[src/rtl/stream_mux_rr.sv]
// N-channel valid/ready stream multiplexer with a registered output stage.
// Channel choice is either an external select (MODE 0) or round-robin (MODE 1).
module stream_mux_rr #(
   parameter int WIDTH = 8,
   parameter int N     = 4,
   parameter int MODE  = 0,
   localparam int SW   = (N > 1) ? $clog2(N) : 1
) (
   input  logic               clk,
   input  logic               rst_n,
   input  logic [N*WIDTH-1:0] in_data,
   input  logic [N-1:0]       in_valid,
   output logic [N-1:0]       in_ready,
   input  logic [SW-1:0]      sel,
   output logic [WIDTH-1:0]   out_data,
   output logic               out_valid,
   output logic [SW-1:0]      out_ch,
   input  logic               out_ready
);

   // Handshake: a word moves on a channel in any cycle where that channel's
   // valid and ready are both 1 at the rising edge; a source holding valid=1
   // keeps its data stable until accepted, and ready never depends on data.

   logic             load_ok;
   logic             grant_vld;
   logic [SW-1:0]    grant;
   logic [SW-1:0]    ptr;
   logic [WIDTH-1:0] g_data;
   logic             xfer;

   assign load_ok = !out_valid || out_ready;
   assign xfer    = grant_vld && load_ok;

   always_comb begin
      grant     = '0;
      grant_vld = 1'b0;
      if (MODE == 0) begin
         for (int i = 0; i < N; i++) begin
            if (in_valid[i] && (sel == SW'(i))) begin
               grant     = SW'(i);
               grant_vld = 1'b1;
            end
         end
      end else begin
         // Two descending passes: the second (channels above ptr) overrides the
         // first, so the lowest valid index after ptr wins, else the wrap-around.
         for (int i = N - 1; i >= 0; i--) begin
            if (in_valid[i] && (SW'(i) <= ptr)) begin
               grant     = SW'(i);
               grant_vld = 1'b1;
            end
         end
         for (int i = N - 1; i >= 0; i--) begin
            if (in_valid[i] && (SW'(i) > ptr)) begin
               grant     = SW'(i);
               grant_vld = 1'b1;
            end
         end
      end
   end

   always_comb begin
      in_ready = '0;
      g_data   = '0;
      for (int i = 0; i < N; i++) begin
         if (grant == SW'(i)) begin
            in_ready[i] = load_ok && grant_vld;
            g_data      = in_data[i*WIDTH +: WIDTH];
         end
      end
   end

   always_ff @(posedge clk or negedge rst_n) begin
      if (!rst_n) begin
         out_valid <= 1'b0;
         out_data  <= '0;
         out_ch    <= '0;
         ptr       <= SW'(N - 1);
      end else begin
         if (xfer) begin
            out_data  <= g_data;
            out_ch    <= grant;
            out_valid <= 1'b1;
            if (MODE == 1) ptr <= grant;
         end else if (out_ready) begin
            out_valid <= 1'b0;
         end
      end
   end

endmodule

[config.mk]
export PLATFORM = sky130hd
export DESIGN_NAME = stream_mux_rr
export DESIGN_NICKNAME = d
export VERILOG_FILES = /design/src/rtl/stream_mux_rr.sv
export SDC_FILE = /design/constraint.sdc
export NUM_CORES = 1
export LEC_CHECK = 0
export BUFFER_PORTS_ARGS = -buffer_cell sky130_fd_sc_hd__buf_2
export CORE_MARGIN = 2
export CORE_UTILIZATION = 38
export CTS_CLUSTER_DIAMETER = 80
export DETAILED_ROUTE_END_ITERATION = 16
export PLACE_DENSITY = 0.74
export SYNTH_ARGS = -nofsm -noshare
export SYNTH_HDL_FRONTEND = slang
export SYNTH_SLANG_ARGS = --single-unit
[constraint.sdc]
create_clock -name clk -period 1.7 [get_ports clk]
set_input_delay 0.34 -clock clk [delete_from_list [all_inputs] [get_ports clk]]
set_output_delay 0.34 -clock clk [all_outputs]
set_load 0.02 [all_outputs]
==> impl_metrics.py, run 1 <==
metrics = {
    "cells_and_area": {
        "final_nets": 211,
        "final_cell_mix": "buf_2, buf_4, o21ai_0",
        "layout_commonest_cell": "buf_2",
        "n_antenna_cell": 0,
        "design_area_um2": 1360,
        "final_core_util": 0.619,
        "syn_to_final_growth_pct": 54.6,
        "fillers": 212,
        "layout-drive-gt1-share": 0.527,
    },
    "floorplan": {
        "pin_count": 56,
        "start_util": 0.400,
        "fp.dieArea_um2": 2710,
        "die_w_um": 52.0,
        "core-area_um2": 2190,
        "rows": 17,
        "die_h_um": 52.0,
    },
    "placement": {
        "globalplace.congestion": 0.835,
        "port_buffers": 55,
        "placed_area_um2": 1270,
        "dp_hpwl_mm": 2.27,
    },
    "detailed_routing": {
        "drt_iter0_drc": 18,
        "wirelength_mm": 2.79,
        "drc": 0,
        "wl_per_cell_um": 14.2,
        "antenna_left": 0,
        "viasPerCell": 5.42,
        "dr_total_vias": 1067,
        "dr.pass1.iters": 4,
    },
    "power": {
        "pwr_density_cell_nw_per_um2": 742,
        "p_int_uw": 632,
        "p_leak_uw": 0.000661,
        "peakVddDrop_mv": 0.339,
        "net-switching-power_uw": 374,
        "pwr-share-comb": 0.466,
        "clockPowerShare": 0.179,
        "seqPwrFrac": 0.355,
        "swShare": 0.372,
    },
    "timing": {
        "final.setup.worst_slack_ns": -0.0716,
        "hold_viol_final": 0,
        "drv_slew": 0,
        "period_minus_slack_ns": 1.77,
        "timing.fmax_ghz": 0.564,
        "worst_pin_slew_ns": 0.380,
        "rsz0062_at_grt": "yes",
        "fin_worst_skew_ns": 0.00476,
        "setup_viol_count_final": 1,
        "slew_headroom": 0.746,
        "fin_crit_sh": 1.04,
    },
    "logic_synthesis": {
        "synthDistinctLibCells": 32,
        "synth_top_area_frac": 0.314,
        "synthCells": 99,
        "yosysTopAreaCell": "dfrtp_1",
        "synth_top_cells_by_area": "dfrtp_1, o21ai_0, a22o_1, nor3_1, a22oi_1",
        "netlist_area_um2": 877,
        "ys_seq_elements": 11,
        "synth.net_count": 140,
        "seq_area_frac_synth": 0.314,
        "syn_area_per_cell_um2": 8.86,
        "ys.warnings.count": 0,
    },
    "cts": {
        "cts_tree": "yes",
        "insertion_delay_ns": 0.27,
        "cts_buffer_depth": 2,
        "cts.reportedPaths.clkPinSlew_ns": 0.07,
        "ctsHtreeMaxLevel": 1,
        "cts_root_buf": "clkbuf_4",
        "numCtsBuffers": 3,
        "clock_sinks": 11,
    },
    "setup_path": {
        "worstPathArrival_ns": 1.43,
        "critical_path.endpoint_type": "output pin",
        "startpoint_type": "flop",
        "critPathKind": "reg2out",
        "worstPathRequired_ns": 1.36,
        "path_max_fanout": 3,
    },
    "global_routing": {
        "antenna_found_initial": 0,
        "grt_max_degree": 15,
        "grt_use_total": 0.223,
        "first_global_vias": 986,
        "overflow": 0,
        "grt_pass1_wl_mm": 4.42,
    },
    "worst_hold_path": {
        "hold_path.class": "in2reg",
    },
    "flow_run": {
        "drv_cap": 0,
    },
    "run_status": {
        "violations": "setup timing",
        "status": "finished, violations left",
    },
}
==> critical path: stages (launching register included) <==
cell and delay, ns:
dfrtp_1 0.37, nor2b_4 0.15, a211oi_4 0.23, nor2_4 0.07
a221oi_4 0.19, buf_6 0.15
==> cells by family after synthesis <==
| logic type | Yosys count | share of synthesized area |
|---|---|---|
| buffers and inverters | 9 | 0.0585 |
| DFF | 11 | 0.314 |
| AOI/OAI and AO/OA | 39 | 0.311 |
| and+or+nand+nor | 30 | 0.183 |
| muxes | 10 | 0.134 |
==> sequential cells by signal, summed over array words and instances, names as in the netlist <==
| signal | count |
|---|---|
| out_data | 8 |
| out_ch | 2 |
| out_valid | 1 |
==> layer usage <==
layer	track usage	routed length [um]	vias up
li1	-	-	522
met5	0	0	-
met3	0.0172	108	5
met1	0.277	1140	504
met4	0.105	51	0
met2	0.386	1490	36
==> area by class of cell <==
type | count | area (um^2) | share of cell area
flip-flops and latches | 11 | 275 | 0.203
clock buffers | 4 | 26.3 | 0.0194
repair buffers | 73 | 419 | 0.309
well taps | 28 | 35.0 | 0.0258
multi-input cells | 79 | 593 | 0.437
inverters | 2 | 7.51 | 0.00554
==> power by group through the flow <==
stage                     Combinational (uW)  Sequential [uW]  Clock, uW
after CTS                                464              358        183
after global placement                   440              360          0
after detailed placement                 451              363          0
after floorplan                          196              433          0
after global routing                     507              364        195
final                                    469              357        180
==> synthesized netlist by cell type (all sizes together) <==
master and number:
o21bai 1, a22o 6, nor3 10, a221oi 1, a31oi 6, mux2i 5, nand2b 1, a21o 1
inv 2, mux2 5, nor2 2, o21ai 12, a21oi 2, nand3 1, and3 2, or2 1
nand2 10, a22oi 6, a211oi 3, dfrtp 11, buf 3, nor2b 2, o2bb2ai 1, and3b 1
clkbuf 4
==> stage by stage <==
| stage | std cells | TNS, ns | hold WS [ns] | worst slack (ns) | power [uW] |
|---|---|---|---|---|---|
| CTS | 195 | -0.130 | 0.325 | -0.130 | 1010 |
| global placement | 189 | -0.00659 | 0.218 | -0.00311 | 799 |
| detailed placement | 189 | -0.119 | 0.221 | -0.0431 | 814 |
| floorplan | 99 | -0.0834 | 0.0444 | -0.0536 | 628 |
| finish | 197 | -0.0716 | 0.319 | -0.0716 | 1010 |
| global route | 197 | -0.130 | 0.332 | -0.130 | 1070 |
==> path summary, 6_finish.rpt <==
check / from / endpoint / slack [ns] / cells after the start
setup / recovery: out_valid / in_ready[0] / -0.07 / 5
hold / removal: in_data[28] / out_data[4] / 0.32 / 3
setup reg to reg: out_valid / out_data[0] / 0.12 / 6
hold reg to reg: out_ch[0] / out_ch[0] / 0.52 / 1
max in group asynchronous: rst_n / out_data[0] / 1.04 / 2
min in group asynchronous: rst_n / out_data[1] / 0.46 / 2
==> what timing repair did <==
action,4_1_cts,5_1_grt
hold buffers,1,0
pin swaps,3,3
resized for setup,5,2
endpoints found under the setup margin,4,3
endpoints found under the hold margin,11,0
setup buffers,2,2
(Power assumes the default switching activity.)
==> inputs of run 2 (changes only) <==
Settings changed: CORE_MARGIN 2 to not set.
==> impl_metrics.py, run 2 (synthesis gave the netlist of run 1 again) <==
metrics = {
    "run_status": {
        "status": "finished, violations left",
        "violations": "setup timing",
    },
    "detailed_routing": {
        "wl_per_cell_um": 12.7,
        "dr_total_vias": 1031,
        "wirelength_mm": 2.47,
        "antenna_left": 0,
        "drt_iter0_drc": 26,
        "dr.pass1.iters": 6,
        "drc": 0,
        "viasPerCell": 5.29,
    },
    "power": {
        "peakVddDrop_mv": 0.378,
        "clockPowerShare": 0.170,
        "pwr_density_cell_nw_per_um2": 733,
        "swShare": 0.359,
        "pwr-share-comb": 0.468,
        "seqPwrFrac": 0.363,
        "p_int_uw": 626,
        "p_leak_uw": 0.000651,
        "net-switching-power_uw": 351,
    },
    "global_routing": {
        "antenna_found_initial": 0,
        "grt_pass1_wl_mm": 4.04,
        "overflow": 0,
        "grt_max_degree": 15,
        "first_global_vias": 891,
        "grt_use_total": 0.211,
    },
    "cts": {
        "cts_tree": "yes",
        "ctsHtreeMaxLevel": 1,
        "cts_buffer_depth": 2,
        "clock_sinks": 11,
        "numCtsBuffers": 3,
        "insertion_delay_ns": 0.25,
        "cts_root_buf": "clkbuf_4",
        "cts.reportedPaths.clkPinSlew_ns": 0.06,
    },
    "timing": {
        "fin_crit_sh": 1.03,
        "period_minus_slack_ns": 1.76,
        "drv_slew": 0,
        "hold_viol_final": 0,
        "setup_viol_count_final": 1,
        "fin_setup_tns_ns": -0.0554,
        "worst_pin_slew_ns": 0.362,
        "fin_worst_skew_ns": 0.000433,
        "slew_headroom": 0.758,
        "final.setup.worst_slack_ns": -0.0554,
        "timing.fmax_ghz": 0.570,
        "rsz0062_at_grt": "yes",
    },
    "setup_path": {
        "critical_path.endpoint_type": "output pin",
        "worstPathCellList": "nor2b_4 -> a211oi_4 -> nor2_4 -> a221oi_4 -> buf_6",
        "cpPeakStageDelay_ns": 0.38,
        "path_max_fanout": 4,
        "critPathKind": "reg2out",
        "regToRegSetupSlack_ns": 0.06,
        "worstPathRequired_ns": 1.36,
        "cp_slowest_cell": "dfrtp_1",
        "startpoint_type": "flop",
        "worstPathArrival_ns": 1.42,
    },
    "cells_and_area": {
        "layout-drive-gt1-share": 0.509,
        "final_nets": 209,
        "final_cell_mix": "buf_2, buf_4, o21ai_0",
        "layout_commonest_cell": "buf_2",
        "reg_top3": "out_data: 8 flops, out_ch: 2 flops, out_valid: 1 flops",
        "final_core_util": 0.608,
        "n_antenna_cell": 0,
        "largest_reg_flops": 8,
        "regMostFlops": "out_data",
        "syn_to_final_growth_pct": 51.8,
    },
    "floorplan": {
        "core-area_um2": 2190,
        "die_h_um": 50.0,
        "die_w_um": 50.0,
        "start_util": 0.400,
        "rows": 17,
        "pin_count": 56,
        "fp.dieArea_um2": 2500,
    },
    "placement": {
        "globalplace.congestion": 0.856,
        "port_buffers": 55,
        "dp_hpwl_mm": 2.00,
    },
    "flow_run": {
        "drv_cap": 0,
    },
    "worst_hold_path": {
        "hold_path.class": "in2reg",
    },
}
run 2: changes by cell type in the layout (fill, tap and decap cells not counted):
cell and change:
buf_4 -2, nor3_1 +2, nor3_2 -2
run 2: area by class of cell:
class,instances,area (um^2)
sequential,11,275
fill,198,860
clock buffer,4,26.3
inverter,2,7.51
tap,28,35.0
timing repair buffer,71,404
multi-input combinational,79,583
run 2: timing repair:
| item | 4_1_cts | 5_1_grt |
|---|---|---|
| hold buffers | 1 | 0 |
| pin swaps | 3 | 1 |
| endpoints found under the setup margin | 1 | 2 |
| endpoints found under the hold margin | 11 | 0 |
| resized for setup | 4 | 1 |
| buffers inserted | 3 | 0 |
run 2: metrics by stage:
step	setup slack [ns]	cell area, um^2	hold slack, ns	total power (uW)	cells
2_1_floorplan	-0.0536	900	0.0444	628	99
3_5_place_dp	-0.0306	1260	0.216	802	188
6_report	-0.0554	1330	0.344	976	195
5_1_grt	-0.126	1330	0.338	1040	195
4_1_cts	-0.0987	1330	0.336	984	195
3_3_place_gp	0.00646	1260	0.214	794	188
run 2: final timing paths:
kind / startpoint / to / depth (start not counted)
setup / recovery: out_valid / in_ready[0] / 5
hold / removal: in_data[28] / out_data[4] / 3
setup reg to reg: out_valid / out_data[0] / 6
hold reg to reg: out_data[7] / out_data[7] / 1
max in group asynchronous: rst_n / out_data[1] / 2
min in group asynchronous: rst_n / out_valid / 2
run 2: power by group through the flow:
stage | clock network [uW] | logic, uW | registers (uW)
after floorplan | 0 | 196 | 433
after global placement | 0 | 436 | 358
after detailed placement | 0 | 444 | 359
after CTS | 172 | 457 | 355
after global routing | 183 | 492 | 362
final | 166 | 457 | 354
run 2: per-layer routing:
layer	part of all wire	track usage
met1	0.44	0.299
met2	0.50	0.329
met3	0.051	0.0216
met4	0.011	0.0762
met5	0	0
run 2: critical path: cells and delay by family (launching register included):
kind / cells / cell delay, ns
DFF: 1 / 0.38
AOI/OAI and AO/OA: 2 / 0.40
buffers and inverters: 1 / 0.15
and+or+nand+nor: 2 / 0.23
==> inputs of run 3 (changes only) <==
Settings changed: PLACE_DENSITY 0.74 to not set, PLACE_DENSITY_LB_ADDON set to 0.12.
==> impl_metrics.py, run 3 (synthesis gave the netlist of run 1 again) <==
metrics = {
    "run_status": {
        "status": "finished, violations left",
        "violations": "setup timing",
    },
    "cts": {
        "cts_tree": "yes",
        "clock_sinks": 11,
        "insertion_delay_ns": 0.27,
        "cts_root_buf": "clkbuf_4",
        "cts.reportedPaths.clkPinSlew_ns": 0.07,
        "cts_buffer_depth": 2,
        "numCtsBuffers": 3,
        "ctsHtreeMaxLevel": 1,
    },
    "floorplan": {
        "fp.dieArea_um2": 2500,
        "start_util": 0.400,
        "core-area_um2": 2190,
        "die_h_um": 50.0,
        "rows": 17,
        "pin_count": 56,
        "die_w_um": 50.0,
    },
    "setup_path": {
        "worstPathCellList": "nor2b_4 -> a211oi_4 -> nor2_4 -> a221oi_4 -> buf_6",
        "critical_path.endpoint_type": "output pin",
        "startpoint_type": "flop",
        "path_max_fanout": 4,
        "path_delay_family": "compound AO/OA/AOI/OAI gates",
        "r2r-start": "out_valid",
        "cp_slowest_cell": "dfrtp_1",
        "worstReg2RegEnd": "out_data[0]",
        "regToRegSetupSlack_ns": -0.03,
        "critical_path_depth": 5,
        "critPathBufInv": 1,
        "worstPathRequired_ns": 1.36,
        "critPathKind": "reg2out",
        "worstPathArrival_ns": 1.43,
        "cpPeakStageDelay_ns": 0.38,
        "rr_worst_depth": 7,
    },
    "global_routing": {
        "grt_max_degree": 13,
        "antenna_found_initial": 0,
        "grt_pass1_wl_mm": 4.23,
        "first_global_vias": 957,
        "overflow": 0,
        "grt_use_total": 0.229,
    },
    "worst_hold_path": {
        "min_to": "out_data[3]",
        "min-delay-start": "in_data[27]",
        "min_path_cells": 3,
        "hold_path.class": "in2reg",
    },
    "detailed_routing": {
        "viasPerCell": 5.35,
        "wl_per_cell_um": 13.3,
        "wirelength_mm": 2.59,
        "dr_total_vias": 1044,
        "drt_iter0_drc": 26,
        "drc": 0,
        "antenna_left": 0,
        "dr.pass1.iters": 4,
    },
    "cells_and_area": {
        "final_cell_mix": "buf_2, buf_4, o21ai_0",
        "regMostFlops": "out_data",
        "final_nets": 209,
        "syn_to_final_growth_pct": 52.9,
        "n_antenna_cell": 0,
        "largest_reg_flops": 8,
        "layout-drive-gt1-share": 0.521,
        "reg_top3": "out_data: 8 flops, out_ch: 2 flops, out_valid: 1 flops",
        "layout_commonest_cell": "buf_2",
        "layout.cells.non_filler": 195,
    },
    "placement": {
        "port_buffers": 55,
        "dp_hpwl_mm": 2.03,
        "place_inst": 187,
        "globalplace.congestion": 0.806,
    },
    "flow_run": {
        "drv_cap": 0,
    },
    "timing": {
        "fin_crit_sh": 1.04,
        "period_minus_slack_ns": 1.77,
        "fin_setup_tns_ns": -0.133,
        "hold_viol_final": 0,
        "slew_headroom": 0.746,
        "rsz0062_at_grt": "yes",
        "worst_pin_slew_ns": 0.380,
        "fin_worst_skew_ns": 0.00502,
        "setup_viol_count_final": 3,
        "timing.fmax_ghz": 0.566,
        "drv_slew": 0,
        "final.setup.worst_slack_ns": -0.0678,
    },
    "power": {
        "peakVddDrop_mv": 0.440,
        "p_leak_uw": 0.000653,
        "pwr_density_cell_nw_per_um2": 740,
    },
}
run 3: what timing repair did:
action	CTS	global route
endpoints found under the hold margin	11	0
gates resized for setup	5	2
pin swaps	2	1
hold buffers	1	0
setup endpoints to repair	1	11
setup buffers	2	2
run 3: where the power goes:
part	internal [uW]	switching, uW
Combinational	213	247
Sequential	322	31.5
Clock	90.9	88.4
run 3: how the worst max path moves through the flow:
stage	startpoint	end
6_report	out_valid	in_ready[0]
5_1_grt	out_valid	in_ready[0]
4_1_cts	out_valid	in_ready[0]
3_5_place_dp	sel[0]	out_data[7]
3_3_place_gp	sel[0]	out_data[0]
2_1_floorplan	out_valid	in_ready[0]
run 3: routing by layer:
layer	share of wire	GRT usage
met1	0.46	0.283
met3	0.041	0.0556
met5	0	0
met2	0.48	0.362
met4	0.017	0.119
run 3: stage by stage:
step	setup slack, ns	util	total power [uW]	hold WS (ns)	cell area, um^2
CTS	-0.123	0.601	990	0.323	1320
global placement	0.00619	0.572	791	0.218	1250
floorplan	-0.0536	-	628	0.0444	900
detailed placement	-0.0342	0.572	800	0.221	1250
finish	-0.0678	0.612	992	0.323	1340
global route	-0.150	0.612	1070	0.312	1340
run 3: layout make-up:
type	count	area, um^2
Fill cell	202	850
Clock buffer	4	26.3
Timing Repair Buffer	71	404
Inverter	2	7.51
Tap cell	28	35.0
Multi-Input combinational cell	79	593
Sequential cell	11	275
run 3: tightest hold or removal path, cell delays in order:
cell and delay, ns:
buf_2 0.09, nand2_1 0.04, a31oi_1 0.07
